File: config.mk
export PLATFORM = sky130hd
export DESIGN_NAME = johnson_phase_tracker
export DESIGN_NICKNAME = d
export VERILOG_FILES = /design/src/rtl/johnson_phase_tracker_pkg.sv /design/src/rtl/johnson_decode.sv /design/src/rtl/johnson_phase_tracker.sv
export SDC_FILE = /design/constraint.sdc
export NUM_CORES = 1
export LEC_CHECK = 0
export ABC_AREA = 1
export CORE_ASPECT_RATIO = 1.25
export CORE_UTILIZATION = 56
export DETAILED_ROUTE_END_ITERATION = 8
export PLACE_DENSITY = 0.82
export SLEW_MARGIN = 20
export SYNTH_ARGS = -nofsm -noshare
export SYNTH_HDL_FRONTEND = slang
export SYNTH_HIERARCHICAL = 1
export SYNTH_SLANG_ARGS = --single-unit
File: constraint.sdc
create_clock -name clk -period 5.28 [get_ports clk]
set_clock_uncertainty 0.15 [all_clocks]
set_input_delay 1.584 -clock clk [delete_from_list [all_inputs] [get_ports clk]]
set_output_delay 1.584 -clock clk [all_outputs]
set_load 0.02 [all_outputs]
File: src/rtl/johnson_phase_tracker_pkg.sv
// Shared definitions for the Johnson phase tracker: FSM encoding, the
// phase-to-code table of a 4-bit Johnson counter and helpers built on it.
package johnson_phase_tracker_pkg;

    typedef enum logic [1:0] {
        StUnlocked = 2'd0,
        StAcquire  = 2'd1,
        StLocked   = 2'd2
    } state_e;

    localparam int NumPhases = 8;

    // Entry i is the code the upstream counter emits in phase i.
    localparam logic [7:0][3:0] PhaseCodes = {
        4'b1000, 4'b1100, 4'b1110, 4'b1111,
        4'b0111, 4'b0011, 4'b0001, 4'b0000
    };

    // True when code is one of the eight states a Johnson counter can reach.
    function automatic logic is_legal(input logic [3:0] code);
        logic hit;
        hit = 1'b0;
        for (int i = 0; i < NumPhases; i++) begin
            if (code == PhaseCodes[i]) begin
                hit = 1'b1;
            end
        end
        return hit;
    endfunction

    // Phase index of a legal code; illegal codes map to 0 and must be
    // qualified with is_legal by the caller.
    function automatic logic [2:0] code_to_phase(input logic [3:0] code);
        logic [2:0] ph;
        ph = 3'd0;
        for (int i = 0; i < NumPhases; i++) begin
            if (code == PhaseCodes[i]) begin
                ph = 3'(i);
            end
        end
        return ph;
    endfunction

endpackage

File: src/rtl/johnson_decode.sv
// Combinational decoder: 4-bit Johnson code to phase index plus legality flag.
module johnson_decode
    import johnson_phase_tracker_pkg::*;
(
    input  logic [3:0] d,
    output logic [2:0] phase,
    output logic       legal
);

    // Table lookup; phase is meaningless when legal is low.
    always_comb begin
        phase = code_to_phase(d);
        legal = is_legal(d);
    end

endmodule

File: src/rtl/johnson_phase_tracker.sv
// Tracks the phase of an upstream 4-bit Johnson counter, declares lock after
// LOCK_N consecutive correct successor transitions, flags illegal and
// out-of-sequence codes and counts completed revolutions while locked.
// Samples are registered first, then evaluated, so a sample captured at one
// edge is reflected on the outputs after the following edge.
module johnson_phase_tracker
    import johnson_phase_tracker_pkg::*;
#(
    parameter int unsigned LOCK_N     = 2,
    parameter bit          ALLOW_HOLD = 1'b0,
    parameter int unsigned REV_W      = 8
) (
    input  logic             clk,
    input  logic             rst,
    input  logic             en,
    input  logic [3:0]       d,
    output logic [2:0]       phase,
    output logic             phase_valid,
    output logic             locked,
    output logic             err_illegal,
    output logic             err_skip,
    output logic             rev_tick,
    output logic [REV_W-1:0] rev_count,
    output logic [7:0]       err_count
);

    localparam logic [REV_W-1:0] RevOne  = {{(REV_W-1){1'b0}}, 1'b1};
    localparam logic [3:0]       LockCnt = LOCK_N[3:0];

    // Sample stage
    logic       samp_en_q;
    logic [3:0] samp_d_q;

    // Tracker state
    state_e           state_q, state_d;
    logic [2:0]       phase_q, phase_d;
    logic             pv_q, pv_d;
    logic [3:0]       good_q, good_d;
    logic             ill_q, ill_d;
    logic             skip_q, skip_d;
    logic             tick_q, tick_d;
    logic [REV_W-1:0] rev_q, rev_d;
    logic [7:0]       errc_q, errc_d;

    logic [2:0] dec_phase;
    logic       dec_legal;
    logic [2:0] succ;
    logic [3:0] good_inc;

    johnson_decode u_decode (
        .d     (samp_d_q),
        .phase (dec_phase),
        .legal (dec_legal)
    );

    // Next-state: classify the registered sample against the tracked phase.
    always_comb begin
        state_d  = state_q;
        phase_d  = phase_q;
        pv_d     = pv_q;
        good_d   = good_q;
        ill_d    = 1'b0;
        skip_d   = 1'b0;
        tick_d   = 1'b0;
        rev_d    = rev_q;
        errc_d   = errc_q;
        succ     = phase_q + 3'd1;
        good_inc = good_q + 4'd1;

        if (samp_en_q) begin
            if (!dec_legal) begin
                // Phase keeps its last value but is no longer trustworthy.
                ill_d   = 1'b1;
                pv_d    = 1'b0;
                good_d  = 4'd0;
                state_d = StUnlocked;
            end else if (state_q == StUnlocked) begin
                state_d = StAcquire;
                phase_d = dec_phase;
                pv_d    = 1'b1;
                good_d  = 4'd0;
            end else if (ALLOW_HOLD && (dec_phase == phase_q)) begin
                // Upstream stalled: accepted, nothing changes.
                state_d = state_q;
            end else if (dec_phase == succ) begin
                phase_d = dec_phase;
                if (state_q == StLocked) begin
                    // Only a wrap seen while already locked completes a revolution.
                    if (phase_q == 3'd7) begin
                        tick_d = 1'b1;
                        rev_d  = rev_q + RevOne;
                    end
                end else begin
                    good_d = good_inc;
                    if (good_inc == LockCnt) begin
                        state_d = StLocked;
                    end
                end
            end else begin
                // Legal but out of order (including a stall when holds are not allowed).
                skip_d  = 1'b1;
                phase_d = dec_phase;
                good_d  = 4'd0;
                state_d = StAcquire;
            end
        end

        if ((ill_d || skip_d) && (errc_q != 8'hFF)) begin
            errc_d = errc_q + 8'd1;
        end
    end

    // State and sample registers with synchronous reset.
    always_ff @(posedge clk) begin
        if (rst) begin
            samp_en_q <= 1'b0;
            samp_d_q  <= 4'd0;
            state_q   <= StUnlocked;
            phase_q   <= 3'd0;
            pv_q      <= 1'b0;
            good_q    <= 4'd0;
            ill_q     <= 1'b0;
            skip_q    <= 1'b0;
            tick_q    <= 1'b0;
            rev_q     <= '0;
            errc_q    <= 8'd0;
        end else begin
            samp_en_q <= en;
            samp_d_q  <= d;
            state_q   <= state_d;
            phase_q   <= phase_d;
            pv_q      <= pv_d;
            good_q    <= good_d;
            ill_q     <= ill_d;
            skip_q    <= skip_d;
            tick_q    <= tick_d;
            rev_q     <= rev_d;
            errc_q    <= errc_d;
        end
    end

    // Outputs come straight from registers.
    always_comb begin
        phase       = phase_q;
        phase_valid = pv_q;
        locked      = (state_q == StLocked);
        err_illegal = ill_q;
        err_skip    = skip_q;
        rev_tick    = tick_q;
        rev_count   = rev_q;
        err_count   = errc_q;
    end

endmodule
After elaboration in Yosys (flattened, before gate mapping). Cells that the tools add are included.

Add/sub/neg operators: 4. Equal/unequal tests: 15. Mux-type cells: 33. Bitwise logic cells: 5. Reductions and logical operators: 10.

Operator list (count): $mux 1 (18); $add 8x1->8 const B (2); $eq 4x4->1 const B (4); $mux 4 (4); $mux 2 (7); $mux 3 (4); $eq 4x2->1 const B (2); $ne 8x8->1 const B (1); $reduce_and 2->1 (3); $reduce_and 6->1 (1); $reduce_or 6->1 (1); $not 1->1 (5); $add 4x1->4 const B (1); $eq 4x1->1 const B (1); $eq 4x3->1 const B (1); $logic_not 4->1 (1); $ne 4x3->1 const B (1); $ne 4x4->1 const B (1); $add 3x1->3 const B (1); $eq 3x3->1 (1); $eq 3x3->1 const B (1); $reduce_and 3->1 (1); $eq 2x2->1 const B (1); $logic_not 2->1 (1); other kinds (3) (3).

Register bits after elaboration: 34. Input port bits: 7. Output and inout bits: 24. Word-level logic and storage cells: 78.

Longest topological paths before layout.
Depth after elaboration: 15. Gate-level depth with buffers: 15. Mapped depth without buffers: 15.

Hierarchy. The synthesis kept the hierarchy.

Modules (own cells, without submodules): johnson_phase_tracker (times used 1, cells each 226, area an instance 1712.9 sq um); johnson_decode (times used 1, cells each 18, area an instance 80.1 sq um).

Worst setup path before layout. OpenSTA, ideal clock, no wires.

Path type: input to register. Start: input port rst. End: register tick_q, in the netlist rev_tick. Library setup time: 0.132 ns. Data arrival time: 2.220 ns. Setup slack: 2.779 ns. Stages: 3. Path buffers: 2. Cell sequence: clkbuf_1 > clkbuf_1 > nor3_1.

Word-level cells in the longest chain between the ends: 1.

RTL lines: from (decl) (line johnson_phase_tracker.sv:14) `input logic rst,`; $reduce_or 6->1 (no source line); to (signal assigned) (line johnson_phase_tracker.sv:136) `tick_q <= tick_d;`; to (decl) (line johnson_phase_tracker.sv:41) `logic tick_q, tick_d;`.

No other way between the ends. A chain may end at the register's enable or synchronous reset.

==> reports/qor.txt <==
Status -> finished, final reports clean
Met1 GRT Util -> 0.268
Final Core Density -> 0.725
Sequential area share after synthesis -> 0.380
Startpoint Class -> primary input
Fmax -> 306 MHz
CTS H-Tree Depth -> 2
Clk buf depth -> 2
Die area -> 0.00343 mm²
R2R Path Start -> phase[0]
Final nets -> 290
Starting Density -> 0.598
Psw -> 130 µW
I/O pin cnt -> 31
Routed Antenna Nets -> 0
Layout cells sized above 1 -> 0.129
Avg Cell Area, Syn -> 7.35 µm²
CTS clk-pin slew, worst paths -> 100 ps
Overflow after GRT -> 0
WS Path Type -> primary input to flip-flop
Sw Ratio -> 0.271
Synth cell types -> 25
Setup Fix Bufs, Post-CTS -> 0
Vias in the first global route -> 1484
DR pass1 iterations -> 4
Setup_tns -> 0 ps
Synthesized area -> 0.00179 mm²
Tcrit/Tclk final -> 0.619
Initial antenna violation count -> 0
Die height -> 65.3 µm
Yosys reg bits -> 34
Number of synthesized flops with an enable pin -> 0
RSZ-0062 raised after global routing -> no
Most frequent cells in the layout -> nand2_1 (41), dfxtp_1 (34), inv_1 (31)
Worst slew pin tran -> 1010 ps
WL/cell -> 11.2 µm
Worst Hold Class -> flip-flop to flip-flop
CP max stage cell -> clkdlybuf4s50_1
Hold_sp -> state_q[1]
Logic pwr share -> 0.128
Core Footprint -> 0.00300 mm²
Total global-route track usage -> 0.237
Critical Path Fanout Max -> 25
CTS tree -> built
Worst-case vdd ir drop -> 253 µV
Final setup viols -> 0
Final Critical Period -> 3270 ps
Post_cts resized -> 0
CTS hold repair buffers -> 0
Worst R2R Setup Slack -> 3280 ps
Clk Latency, worst-skew pair -> 330 ps
Fraction of registers with async set/reset -> 0
Post-Synthesis Cells -> 244
Placement Cell Area -> 0.00212 mm²
Max transition margin -> 0.327
Synth-to-layout area growth -> 21.4%
Fin. Hold Viols -> 0
DRC -> 0
Crit-path leading delay family -> buffers and inverters
CTS buffer count -> 5
Seq pwr share -> 0.558
CTS Sinks -> 34
Power density cells -> 221 mW/mm²
Initial DRC count -> 35
Routed WL -> 3.53 mm
First-pass GRT wire length -> 6.11 mm
Met3 GRT Util -> 0.0625
Antenna diodes -> 0
PortBufs -> 30
Global route hottest layer -> met2
Int Pwr -> 350 µW
Crit-path cells -> clkdlybuf4s50_1 > inv_1 > o21ai_0 > a21oi_1
Post-DP HPWL -> 2.61 mm
Crit end category -> flip-flop
Critical Path AT -> 3330 ps
Clk pwr share -> 0.314
# rows -> 22
Crit path buffers/inverters -> 2
Clk root buf -> clkbuf_4
Commonest non-fill, non-tap cell in the layout -> nand2_1
Max-slew violations -> 0
Via-per-instance ratio -> 5.10
Routability congestion estimate from global placement -> 0.795
P_leak -> 0.885 nW
Pin count of the biggest net entering global routing -> 26
Main flop type after synthesis -> dfxtp_1
Met2 Track Usage GR -> 0.415
Fin area -> 0.00218 mm²
Syn nets -> 257
Die width -> 52.6 µm
Critical Path RT -> 5340 ps
Max cap viols -> 0
DR vias -> 1601
Worst Setup SP -> rst
Crit-path max cell delay -> 1140 ps
Synth warn -> 6
through the flow:
stage	worst slack (ps)	hold slack (ps)	total power, mW	std cells
floorplan	2780	288	0.316	244
global placement	1710	305	0.334	306
detailed placement	1640	313	0.336	306
CTS	2020	327	0.484	314
global route	1900	365	0.503	314
finish	2010	327	0.481	314
per-layer routing:
layer  wire length (µm)  vias up
met5                  0        -
met4                 44        0
met3                125        5
met2               1770       36
met1               1580      714
li1                   -      846
cell usage after synthesis, types with 3 or more instances:
cell | count | area (µm²)
o21ai_1 | 4 | 20.0
nor3b_2 | 4 | 50.1
xor2_1 | 4 | 35.0
nand3_1 | 25 | 125
nor2_2 | 4 | 25.0
nand2_1 | 41 | 154
dfxtp_1 | 34 | 681
xnor2_1 | 5 | 43.8
inv_1 | 31 | 116
nand2_2 | 6 | 37.5
nand4_1 | 4 | 25.0
nor2_1 | 29 | 109
clkbuf_1 | 3 | 11.3
ha_1 | 6 | 75.1
nor3_2 | 4 | 40.0
inv_2 | 5 | 18.8
nand2_4 | 3 | 33.8
o21ai_0 | 8 | 40.0
a21oi_1 | 18 | 90.1
sequential cells by signal, summed over array words and instances, names as in the netlist:
name and cells:
phase 3, err_illegal 1, phase_valid 1, rev_tick 1, good_q 4, err_count 8
samp_d_q 4, state_q 2, rev_count 8, samp_en_q 1, err_skip 1
worst register-to-register path, delay by kind of cell (launching register included):
family	cells	cell delay, ps
xor+xnor	1	230
buf+inv	1	50
flops	1	360
simple gates	6	600
fa+ha+maj	2	520
power groups by stage:
stage / combinational [mW] / clock (mW) / sequential [mW]
6_report: 0.0616 / 0.151 / 0.268
5_1_grt: 0.0682 / 0.166 / 0.269
4_1_cts: 0.0618 / 0.154 / 0.268
3_5_place_dp: 0.0617 / 0 / 0.274
3_3_place_gp: 0.0605 / 0 / 0.274
2_1_floorplan: 0.0387 / 0 / 0.277
area by class of cell:
type / count / area (µm²)
Tap cell: 36 / 45.0
Inverter: 36 / 135
Clock buffer: 7 / 55.1
Fill cell: 256 / 825
Sequential cell: 34 / 681
Multi-Input combinational cell: 170 / 955
Clock inverter: 1 / 5.00
Timing Repair Buffer: 30 / 300
final timing paths:
| check | to | depth (start not counted) |
|---|---|---|
| worst max-delay path | phase[0] | 4 |
| worst min-delay path | state_q[1] | 2 |
| worst max register to register | err_count[0] | 10 |
| worst min register to register | state_q[1] | 2 |
logic make-up after synthesis:
group | Yosys count | synth area share
flip-flops | 34 | 0.380
XOR/XNOR | 9 | 0.0440
AND/OR/NAND/NOR | 124 | 0.359
AO/OA/AOI/OAI | 31 | 0.0879
buffers and inverters | 40 | 0.0879
adder cells (fa/ha/maj) | 6 | 0.0419
Power figures use the tool's default switching activity.
